<file path="config.mk">
export PLATFORM = sky130hd
export DESIGN_NAME = cordic_vectoring
export DESIGN_NICKNAME = d
export VERILOG_FILES = /design/src/rtl/cordic_pkg.sv /design/src/rtl/cordic_vec_stage.sv /design/src/rtl/cordic_vectoring.sv
export SDC_FILE = /design/constraint.sdc
export NUM_CORES = 1
export LEC_CHECK = 0
export BUFFER_PORTS_ARGS = -buffer_cell sky130_fd_sc_hd__buf_2
export CORE_MARGIN = 3
export CORE_UTILIZATION = 40
export CTS_CLUSTER_DIAMETER = 100
export DETAILED_ROUTE_END_ITERATION = 8
export SLEW_MARGIN = 15
export SYNTH_ARGS = -nofsm -noshare
export SYNTH_HDL_FRONTEND = slang
export SYNTH_SLANG_ARGS = --single-unit
</file>
<file path="constraint.sdc">
create_clock -name clk -period 16.1 [get_ports clk]
set_input_delay 0.805 -clock clk [delete_from_list [all_inputs] [get_ports clk]]
set_output_delay 0.805 -clock clk [all_outputs]
set_load 0.03 [all_outputs]
</file>
<file path="src/rtl/cordic_pkg.sv">
// Shared constants for the CORDIC cores: binary-angle atan table (2^32 = 360 deg),
// angle constants, the 1/K gain constant and the controller state encoding.
package cordic_pkg;

  localparam logic [31:0] ANG_90  = 32'h4000_0000;
  localparam logic [31:0] ANG_180 = 32'h8000_0000;

  // 1/K as a Q15 fraction; only its set bits become adders
  localparam logic [15:0] KINV      = 16'h4DBA;
  localparam int          KINV_FRAC = 15;

  typedef logic [1:0] cordic_state_t;
  localparam cordic_state_t ST_IDLE   = 2'd0;
  localparam cordic_state_t ST_ROTATE = 2'd1;
  localparam cordic_state_t ST_DONE   = 2'd2;

  function automatic logic [31:0] atan_lut(input logic [3:0] idx);
    logic [31:0] v;
    case (idx)
      4'd0:    v = 32'h2000_0000;
      4'd1:    v = 32'h12E4_051E;
      4'd2:    v = 32'h09FB_385B;
      4'd3:    v = 32'h0511_11D4;
      4'd4:    v = 32'h028B_0D43;
      4'd5:    v = 32'h0145_D7E1;
      4'd6:    v = 32'h00A2_F61E;
      4'd7:    v = 32'h0051_7C55;
      4'd8:    v = 32'h0028_BE53;
      4'd9:    v = 32'h0014_5F2F;
      4'd10:   v = 32'h000A_2F98;
      4'd11:   v = 32'h0005_17CC;
      4'd12:   v = 32'h0002_8BE6;
      4'd13:   v = 32'h0001_45F3;
      4'd14:   v = 32'h0000_A2FA;
      default: v = 32'h0000_517D;
    endcase
    return v;
  endfunction

endpackage

</file>
<file path="src/rtl/cordic_vec_stage.sv">
// One vectoring micro-rotation: drives y toward zero and accumulates the turned angle in z.
module cordic_vec_stage
  import cordic_pkg::*;
#(
  parameter int XW = 18
) (
  input  logic signed [XW-1:0] x_cur,
  input  logic signed [XW-1:0] y_cur,
  input  logic        [31:0]   z_cur,
  input  logic        [3:0]    idx,
  output logic signed [XW-1:0] x_nxt,
  output logic signed [XW-1:0] y_nxt,
  output logic        [31:0]   z_nxt
);

  logic signed [XW-1:0] x_sh;
  logic signed [XW-1:0] y_sh;
  logic        [31:0]   ang;

  assign x_sh = x_cur >>> idx;
  assign y_sh = y_cur >>> idx;
  assign ang  = atan_lut(idx);

  always_comb begin
    if (!y_cur[XW-1]) begin
      x_nxt = x_cur + y_sh;
      y_nxt = y_cur - x_sh;
      z_nxt = z_cur + ang;
    end else begin
      x_nxt = x_cur - y_sh;
      y_nxt = y_cur + x_sh;
      z_nxt = z_cur - ang;
    end
  end

endmodule

</file>
<file path="src/rtl/cordic_vectoring.sv">
// Iterative vectoring CORDIC: signed (x, y) -> magnitude and atan2 angle, one micro-rotation per clock.
// Define CORDIC_GAIN_COMP_EN to scale the magnitude by 1/K; otherwise it carries the ~1.647 CORDIC gain.
module cordic_vectoring
  import cordic_pkg::*;
#(
  parameter int WIDTH       = 16,
  parameter int ANGLE_WIDTH = 32,
  parameter int ITER        = 16
) (
  input  logic                    clk,
  input  logic                    rst_n,
  input  logic                    start,
  input  logic signed [WIDTH-1:0] x_in,
  input  logic signed [WIDTH-1:0] y_in,
  output logic                    busy,
  output logic                    done,
  output logic [WIDTH:0]          mag_out,
  output logic [ANGLE_WIDTH-1:0]  angle_out
);

  localparam int         XW       = WIDTH + 2;
  localparam logic [3:0] LAST_IDX = 4'(ITER - 1);

  cordic_state_t          state_reg;
  logic [3:0]             iter_reg;
  logic signed [XW-1:0]   x_reg, y_reg;
  logic [31:0]            z_reg;
  logic                   zero_reg;
  logic                   busy_reg, done_reg;
  logic [WIDTH:0]         mag_reg;
  logic [ANGLE_WIDTH-1:0] angle_reg;

  logic signed [XW-1:0]   x_ext, y_ext, x_next, y_next;
  logic [31:0]            z_next;
  logic [XW-1:0]          x_u;
  logic [WIDTH:0]         mag_next;

  assign x_ext = {{2{x_in[WIDTH-1]}}, x_in};
  assign y_ext = {{2{y_in[WIDTH-1]}}, y_in};
  assign x_u   = x_reg;

  cordic_vec_stage #(.XW(XW)) u_stage (
    .x_cur (x_reg),
    .y_cur (y_reg),
    .z_cur (z_reg),
    .idx   (iter_reg),
    .x_nxt (x_next),
    .y_nxt (y_next),
    .z_nxt (z_next)
  );

`ifdef CORDIC_GAIN_COMP_EN
  localparam int PW = XW + 16;
  logic [PW-1:0] pp [16];
  logic [PW-1:0] prod;

  genvar gi;
  generate
    for (gi = 0; gi < 16; gi++) begin : g_kinv
      assign pp[gi] = KINV[gi] ? (PW'(x_u) << gi) : '0;
    end
  endgenerate

  always_comb begin
    prod = '0;
    for (int k = 0; k < 16; k++) prod = prod + pp[k];
  end
  assign mag_next = prod[KINV_FRAC +: WIDTH+1];
`else
  // x stays non-negative after the load, so its low bits are the magnitude
  assign mag_next = x_u[WIDTH:0];
`endif

  always_ff @(posedge clk or negedge rst_n) begin
    if (!rst_n) begin
      state_reg <= ST_IDLE;
      iter_reg  <= '0;
      x_reg     <= '0;
      y_reg     <= '0;
      z_reg     <= '0;
      zero_reg  <= 1'b0;
      busy_reg  <= 1'b0;
      done_reg  <= 1'b0;
      mag_reg   <= '0;
      angle_reg <= '0;
    end else begin
      done_reg <= 1'b0;
      case (state_reg)
        ST_IDLE: begin
          if (start) begin
            // Left half-plane: pre-rotate by 180 deg so the iterations converge
            if (x_in[WIDTH-1]) begin
              x_reg <= -x_ext;
              y_reg <= -y_ext;
              z_reg <= ANG_180;
            end else begin
              x_reg <= x_ext;
              y_reg <= y_ext;
              z_reg <= '0;
            end
            zero_reg  <= (x_in == '0) && (y_in == '0);
            iter_reg  <= '0;
            busy_reg  <= 1'b1;
            state_reg <= ST_ROTATE;
          end else if (done_reg) begin
            busy_reg <= 1'b0;
          end
        end
        ST_ROTATE: begin
          x_reg    <= x_next;
          y_reg    <= y_next;
          z_reg    <= z_next;
          iter_reg <= iter_reg + 4'd1;
          if (iter_reg == LAST_IDX) state_reg <= ST_DONE;
        end
        ST_DONE: begin
          // A zero vector has no direction; report 0 rather than the summed table
          mag_reg   <= mag_next;
          angle_reg <= zero_reg ? '0 : ANGLE_WIDTH'(z_reg);
          done_reg  <= 1'b1;
          state_reg <= ST_IDLE;
        end
        default: state_reg <= ST_IDLE;
      endcase
    end
  end

  assign busy      = busy_reg;
  assign done      = done_reg;
  assign mag_out   = mag_reg;
  assign angle_out = angle_reg;

endmodule

</file>
## After elaboration in Yosys (flattened, before gate mapping)

Memory sizes are Yosys's and may differ from the RTL's.
Cells that the tools add are included.

| word-level totals | value |
|---|---|
| memories | 1 |
| memory bits (read-only) | 480 |
| bits in writable memories | 0 |
| register bits | 126 |
| output and inout port bits | 51 |
| latch bits | 0 |
| logic and storage cells | 58 |

| cells by class | value |
|---|---|
| equal/unequal tests | 5 |
| $add $sub $neg | 9 |
| shift-type cells | 2 |
| bitwise gates (word level) | 0 |
| reductions and logical operators | 10 |
| mux-type cells | 21 |
| divide/modulo/power cells | 0 |
| $mul | 0 |
| order comparisons | 0 |

Memories:

| memory | depth | width | rd ports | clocked after Yosys merged registers in | write ports | line | source |
|---|---|---|---|---|---|---|---|
| (no name shown) | 16 | 30 | 1 | 0 | 0 | cordic_pkg.sv:19 | `case (idx)` |

Operators with widths:

| cell | number |
|---|---|
| two-way mux 32 bit | 4 |
| two-way mux 18 bit | 6 |
| one-hot mux 18 bit (2 select lines) | 2 |
| one-hot mux 32 bit (2 select lines) | 1 |
| adder 18 bit | 2 |
| negator 16 -> 18 bit | 2 |
| >>> shifter 18 x 4 -> 18 bit | 2 |
| subtractor 18 bit | 2 |
| adder 32 bit | 1 |
| logical NOT 16 bit | 2 |
| subtractor 32 bit | 1 |
| one-hot mux 4 bit (2 select lines) | 1 |
| AND reduction 2 bit | 4 |
| adder 4 x 1 -> 4 bit (second input constant) | 1 |
| equality test 4 bit (second input constant) | 1 |
| two-way mux 2 bit | 2 |
| two-way mux 4 bit | 1 |
| inequality test 2 bit (second input constant) | 2 |
| one-hot mux 2 bit (2 select lines) | 1 |
| nonzero test 2 bit | 2 |
| two-way mux 1 bit | 3 |
| equality test 2 x 1 -> 1 bit (second input constant) | 1 |
| equality test 2 bit (second input constant) | 1 |
| logical NOT 2 bit | 1 |
| logical AND 1 bit | 1 |

## Longest topological paths before layout

Gate-level depths: netlist (run 1).

| logic depth | value |
|---|---|
| word-level depth | 4 |
| mapped depth | 24 |

## Modules after synthesis

From an unflattened synthesis (run 1), not the netlist that was laid out.

| unflattened totals | value |
|---|---|
| cell total of the unflattened synthesis | 1520 |
| area total of the unflattened synthesis | 12717.2 sq um |

Modules (own cells, without submodules):

| module | seq. area each (sq um) | times used | area each (sq um) | cells each |
|---|---|---|---|---|
| cordic_vec_stage | 0.0 | 1 | 6834.1 | 914 |
| cordic_vectoring | 3153.0 | 1 | 5883.1 | 606 |

## Worst setup path after synthesis (run 1)

Ideal clock, no wire load.

| timing path | value |
|---|---|
| path kind | reg-to-reg |
| start | reg iter_reg[0] |
| end | reg z_reg[31] |
| arrival time | 5.041 ns |
| path buffers | 3 |
| period minus slack after synthesis | 5.128 ns |
| cell stages (with the launch flop) | 24 |
| setup slack | 10.972 ns |
| path through | dfrtp_1 -> buf_6 -> buf_4 -> inv_1 -> ha_1 -> clkbuf_1 -> o21ai_0 -> a21oi_1 -> ha_1 -> nand3_1 -> nor4_1 -> a21oi_2 -> xor2_1 -> ha_1 -> and4_1 -> o2111ai_1 -> o21bai_1 -> a21boi_1 -> a221o_1 -> o2111ai_1 -> nand4bb_1 -> a31oi_1 -> xnor3_1 -> o211ai_1 |

| between the ends | value |
|---|---|
| word-level cells in the longest chain between the ends | 4 |

Ends and longest elaborated chain:

| element | line | source |
|---|---|---|
| start: declaration | cordic_vectoring.sv:25 | `logic [3:0] iter_reg;` |
| start signal: assignment | cordic_vectoring.sv:113 | `iter_reg <= iter_reg + 4'd1;` |
| memory (16 x 30 bit) (*) | -- |  |
| adder 32 bit / subtractor 32 bit (equally long branches) | cordic_vec_stage.sv:28, cordic_vec_stage.sv:32 |  |
| two-way mux 32 bit (*) | cordic_vec_stage.sv:25 | `if (!y_cur[XW-1]) begin` |
| one-hot mux 32 bit (2 select lines) (*) | cordic_vectoring.sv:88 | `case (state_reg)` |
| end signal: assignment | cordic_vectoring.sv:112 | `z_reg <= z_next;` |
| end: declaration | cordic_vectoring.sv:27 | `logic [31:0] z_reg;` |

Every way passes the cells marked *; elsewhere a longest branch is shown, timed or not.
A chain may end at the register's enable or synchronous reset.

## Final worst setup path (run 1)

| timing path | value |
|---|---|
| start | reg iter_reg[1] |
| end | reg z_reg[31] |

Same word-level chain as after synthesis.

==> impl_metrics.toml, run 1 <==
[timing]
slew_viol_final = 0
finalHoldViolations = 0
fin_skew_ns = 0.0206
fmax_mhz = 151
finalCritPeriodShare_pct = 41.0
setup_tns_ns = 0
rsz0062_at_grt = "false"
min_period_ns = 6.60
finalSetupViolations = 0
worstMarginPinSlew_ns = 1.01
slew_headroom_pct = 32.9

[critical_path]
path_class = "flop to flop"
cp-start-kind = "flop"
cp_max_fo = 50
critPathSlowestCell = "dfrtp_2"
r2r_start = "iter_reg[1]"
startpoint = "iter_reg[1]"
crit_top_cell = "ha_1"
cp.arrival_ns = 6.95
critPathCaptureType = "flop"
cp_cell_sequence = "clkinv_1 -> ha_1 -> nor3_1 -> a21oi_1 -> a21oi_1 -> ha_1 -> nand3_1 -> nor4_1 -> a21oi_2 -> xor2_1 -> ha_1 -> and4_1 -> o2111ai_1 -> o21bai_1 -> a21boi_1 -> a221o_1 -> o2111ai_1 -> nand4bb_1 -> a31oi_1 -> xnor3_1 -> o211ai_1"
required_ns = 16.45
cp_slowest_stage_delay_ns = 1.03

[logic_synthesis]
synth_top_family_by_area = "compound AO/OA/AOI/OAI gates"
synth.top_cell.area_share_pct = 25.9
yosys.cell_types.count = 71
syn_inst = 1452
ys_warn_count = 0
synth_top_flop_cell = "dfrtp_1"
synth-async-reset-ratio_pct = 100
synth_compound_area_share_pct = 21.1
synth_largest_area_cell = "dfrtp_1"
syn_area_per_cell_um2 = 8.38
synth_seq_area_share_pct = 25.9
synthTopCellsByArea = "dfrtp_1 (26%), ha_1 (8.1%), mux4_2 (6.3%), o21ai_0 (6.0%), nand2_1 (5.1%)"
muxShareOfSynthArea_pct = 12.5
yosys.area_share.simple_pct = 18.1
synth_xor_area_share_pct = 9.11
syn-num-nets = 1569
synthAdderAreaFrac_pct = 8.62
synth_seq_cells = 126
synth_edf_count = 0
synth_area_um2 = 12200

[cells_and_area]
drive_gt1_share_pct = 14.5
mostFrequentLayoutCell = "nand2_1"
syn2layout_area_growth_pct = 10.3
num-fill-cells = 2994
diodes = 0
mostFrequentLayoutCells = "nand2_1 (165), o21ai_0 (147), dfrtp_1 (121)"
fin_cells = 1880
fin_nets = 1594
postLayoutCoreUtil_pct = 45.0

[floorplan]
die_w_um = 180
die_h_um = 180
die-area_um2 = 32600
pin_count = 86
core_area_um2 = 29800
start_util_pct = 40.8
rows = 63

[clock_network]
clock-sinks = 126
root_buffer = "clkbuf_16"
cts_tree = "yes"
clk_latency_ns = 0.44
cts_buffer_depth = 2
htree_levels = 4
cts.reportedPaths.clkPinSlew_ns = 0.06
cts_hold_buf = 0
cts_setup_buffers = 0
numCtsBuffers = 17
ctsResizeCount = 0

[global_routing]
antenna_found_initial = 0
grt_usage_pct = 20.9
grt_pass1_wl_um = 55900
grt-ovfl-total = 0
grt_pass1_vias = 10500
grt_max_degree = 85

[route]
drcViolationCount = 0
num_vias = 10800
drt-total-wl_um = 34200
drt.antenna.violating_nets = 0
drt-wirelength-per-cell_um = 18.2
firstDrtPassIters = 6
first_iter_violations = 742
via_per_inst = 5.77

[worst_hold_path]
hp-class = "input port to async pin"

[placement]
portBuffers = 85
hpwl_um = 24700
dp.cells = 1848
gp_congestion = 0.926

[outcome]
outcome = "finished, final reports clean"

[job]
max_cap_violations = 0
## routing by layer
metal	share of wire [%]	vias up	global-route usage, %
li1	-	5334	-
met3	4.4	59	3.11
met1	45	5135	27.4
met5	0	-	0
met2	48	318	35.4
met4	2.8	0	7.00
## Yosys cell counts (30+ instances only)
cell type	number
xnor2_1	62
a21oi_1	97
xor2_1	62
mux2_2	30
dfrtp_1	126
o211ai_1	30
inv_1	50
o21ai_0	147
clkbuf_1	65
mux2i_1	36
nor3_1	31
ha_1	79
nand2_1	165
mux4_2	34
nor2_1	89
nand2b_1	46
nand3_1	44
## metrics by stage
stage | setup WS, ns | hold WS, ns | area, um2
global route | 8.92 | 0.409 | 13400
global placement | 9.73 | 0.455 | 12800
detailed placement | 9.54 | 0.465 | 12800
CTS | 9.49 | 0.388 | 13400
floorplan | 10.97 | 0.469 | 12200
finish | 9.50 | 0.375 | 13400
## critical path: cells and delay by family (launching register included)
kind | cells | cell delay (ns)
simple gates | 5 | 1.19
flops | 1 | 1.03
compound gates | 10 | 2.14
buf+inv | 1 | 0.58
xor+xnor | 2 | 0.46
fa+ha+maj | 3 | 1.11
## logic make-up (layout without fill, tap and decap cells)
| group | count (synthesis) | after routing |
|---|---|---|
| fa+ha+maj | 82 | 82 |
| xor+xnor | 125 | 125 |
| mux | 102 | 102 |
| compound gates | 421 | 421 |
| simple gates | 454 | 454 |
| buf+inv | 142 | 180 |
| flops | 126 | 126 |
## final timing paths
kind | to | slack, ns | cells past startpoint
max in group asynchronous | iter_reg[3] | 14.45 | 2
worst min-delay path | z_reg[6] | 0.37 | 1
worst max register to register | z_reg[31] | 9.50 | 21
min in group clk | angle_out[15] | 0.47 | 2
worst min register to register | angle_out[15] | 0.47 | 2
worst max-delay path | z_reg[31] | 9.50 | 21
## cell type report
class | count | area [um2] | area share (%)
Clock buffer | 19 | 443 | 3.30
Clock inverter | 13 | 153 | 1.14
Inverter | 51 | 191 | 1.43
Multi-Input combinational cell | 1184 | 8460 | 63.1
Sequential cell | 126 | 3160 | 23.5
Tap cell | 390 | 488 | 3.64
Timing Repair Buffer | 97 | 522 | 3.89
Power of run 1 is left out: the tool's default activity adds up to more than one toggle a clock period on the data nets, which glitch-free logic cannot reach.
==> inputs of run 2 (changes only) <==
--- a/config.mk
+++ b/config.mk
@@ -5,6 +5,7 @@
 export SDC_FILE = /design/constraint.sdc
 export NUM_CORES = 1
 export LEC_CHECK = 0
+export ABC_AREA = 1
 export BUFFER_PORTS_ARGS = -buffer_cell sky130_fd_sc_hd__buf_2
 export CORE_MARGIN = 3
 export CORE_UTILIZATION = 40
==> constraint.sdc (replaced) <==
create_clock -name clk -period 6.2 [get_ports clk]
set_input_delay 0.31 -clock clk [delete_from_list [all_inputs] [get_ports clk]]
set_output_delay 0.31 -clock clk [all_outputs]
set_load 0.03 [all_outputs]
==> run 2 against run 1 <==
- global-route usage increased by 3.8 points
- area after synthesis increased by 1.9%
- routed wire length increased by 20%
- first-iteration DRC count increased by 37%
- core utilization increased by 0.19 points
- cell count increased by 27%
- via count increased by 18%
- hold slack got worse by 0.15 ns
- die area increased by 1.8%
- non-clock buffer count increased by 4
- critical path depth increased by 1
- maximum frequency increased by 36%
- largest cell class unchanged
==> impl_metrics.toml, run 2 <==
[clock_network]
cts_setup_buffers = 0
cts.reportedPaths.clkPinSlew_ns = 0.06
root_buffer = "clkbuf_16"
cts_buffer_depth = 2
clock-sinks = 126
htree_levels = 4
ctsResizeCount = 0
cts_tree = "yes"
numCtsBuffers = 17
cts_hold_buf = 1
clk_latency_ns = 0.44

[cells_and_area]
mostFrequentLayoutCells = "nand2_1 (555), inv_1 (188), o21ai_0 (182)"
syn2layout_area_growth_pct = 9.80
diodes = 0
fin_nets = 2104
mostFrequentLayoutCell = "nand2_1"
num-fill-cells = 3236
drive_gt1_share_pct = 8.75
seqCellArea_um2 = 3150
fin_cells = 2390
multi_input_area_um2 = 8120

[worst_hold_path]
holdPathEnd = "y_reg[0]"
hp-class = "input port to flop"
whs_path_depth = 3
hp-start = "y_in[0]"

[logic_synthesis]
ys_warn_count = 0
synthTopCellsByArea = "dfrtp_1 (25%), nand2_1 (17%), ha_1 (8.0%), o21ai_0 (7.3%), nand3_1 (6.9%)"
synth.most_common_cell = "nand2_1"
synth_largest_area_cell = "dfrtp_1"
syn_inst = 1943
synth_seq_cells = 126
yosys.cell_types.count = 55
netlist_top_cells_count = "nand2_1 (555), inv_1 (190), o21ai_0 (182), nand3_1 (172), nor2_1 (164)"
syn-num-nets = 2060
synth_edf_count = 0
synth_seq_area_share_pct = 25.4
synth-async-reset-ratio_pct = 100
synth_top_flop_cell = "dfrtp_1"
synth.top_cell.area_share_pct = 25.4
syn_area_per_cell_um2 = 6.38
synth_area_um2 = 12400

[critical_path]
critPathCaptureType = "flop"
path_class = "flop to flop"
critPathSlowestCell = "dfrtp_1"
crit_top_cell = "nand2_1"
cp-start-kind = "flop"
cp.arrival_ns = 5.19
cp_cell_sequence = "inv_2 -> o21ai_1 -> nor2_1 -> nor3b_2 -> inv_1 -> ha_1 -> nand4_1 -> nor2_1 -> nand2_1 -> nand2_1 -> o21ai_4 -> xor2_1 -> ha_1 -> nand2_1 -> nor4_1 -> nand4_1 -> nand2_1 -> nand2_1 -> nand3_1 -> a21oi_1 -> o21ai_0 -> nand2_1"
reg2regPathDepth = 22
required_ns = 6.52
r2r_setup_slack_ns = 1.33
timing.rr.end = "z_reg[29]"
startpoint = "iter_reg[2]"
r2r_start = "iter_reg[2]"
cp_max_fo = 26
cp_slowest_stage_delay_ns = 0.79

[global_routing]
grt_usage_pct = 24.7
grt_pass1_wl_um = 66200
grt_pass1_vias = 12500
antenna_found_initial = 0
grt-ovfl-total = 0
grt_max_degree = 68

[floorplan]
die_h_um = 182
die-area_um2 = 33200
start_util_pct = 41.2
pin_count = 86
rows = 63
core_area_um2 = 30100
die_w_um = 182

[route]
firstDrtPassIters = 7
drt.antenna.violating_nets = 0
drt-wirelength-per-cell_um = 17.1
num_vias = 12800
via_per_inst = 5.36
drcViolationCount = 0
first_iter_violations = 1015
drt-total-wl_um = 40800

[placement]
gp_congestion = 0.915
portBuffers = 85
dp.cells = 2357
hpwl_um = 30900

[timing]
fmax_mhz = 205
finalHoldViolations = 0
slew_viol_final = 0
worstMarginPinSlew_ns = 1.03
setup_tns_ns = 0
fin_skew_ns = 0.0122
finalSetupViolations = 0
finalCritPeriodShare_pct = 78.5
rsz0062_at_grt = "false"
min_period_ns = 4.87
slew_headroom_pct = 31.3

[job]
max_cap_violations = 0

[outcome]
outcome = "finished, final reports clean"
## run 2: cell types whose count changed in the layout (fill, tap and decap cells not counted), sizes merged, moves of 29 or more
cell / change
a21oi: +35
inv: +142
mux2: -29
mux2i: -35
mux4: -36
nand2: +394
nand2b: -46
nand3: +130
nor2: +84
o21ai: +56
xnor2: -31
## run 2: final cells by class
| type | instances | area share, % |
|---|---|---|
| Clock inverter | 13 | 0.854 |
| Clock buffer | 19 | 3.25 |
| Timing Repair Buffer | 101 | 4.07 |
| Multi-Input combinational cell | 1543 | 59.6 |
| Inverter | 198 | 5.48 |
| Sequential cell | 126 | 23.2 |
| Tap cell | 390 | 3.58 |
## run 2: logic make-up after synthesis
| family | share of synthesized area, % |
|---|---|
| adder cells (fa/ha/maj) | 8.45 |
| AO/OA/AOI/OAI | 19.7 |
| buffers and inverters | 9.28 |
| AND/OR/NAND/NOR | 32.2 |
| multiplexers | 0.171 |
| flip-flops | 25.4 |
| XOR/XNOR | 4.80 |
## run 2: routing by layer
layer / up-vias / part of all wire [%] / GRT usage (%)
met4: 0 / 3.6 / 9.75
met2: 352 / 47 / 41.7
met3: 75 / 4.4 / 3.05
li1: 6566 / - / -
met5: - / 0 / 0
met1: 5820 / 45 / 32.3
## run 2: worst max path at each step
stage	endpoint	slack, ns	cells after the start
floorplan	z_reg[21]	2.26	26
global placement	z_reg[29]	1.32	24
detailed placement	z_reg[29]	1.33	24
CTS	z_reg[29]	1.29	24
global route	z_reg[29]	0.80	26
finish	z_reg[29]	1.33	22
## run 2: worst max-delay path, delay by kind of cell (launching register included)
kind,cells,cell delay (ns)
buffers and inverters,2,0.51
xor gates and xnor gates,1,0.17
AOI/OAI and AO/OA,4,0.65
adders and majority gates,2,0.63
DFF,1,0.79
and+or+nand+nor,13,1.97
## run 2: metrics by stage
stage | worst slack [ns] | hold slack (ns) | utilization, % | instance area (um2)
floorplan | 2.26 | 0.0144 | - | 12400
global placement | 1.32 | 0.329 | 43.3 | 13000
detailed placement | 1.33 | 0.332 | 43.3 | 13000
CTS | 1.29 | 0.208 | 45.2 | 13600
global route | 0.804 | 0.252 | 45.2 | 13600
finish | 1.33 | 0.223 | 45.2 | 13600
Power of run 2 is left out for the same reason.
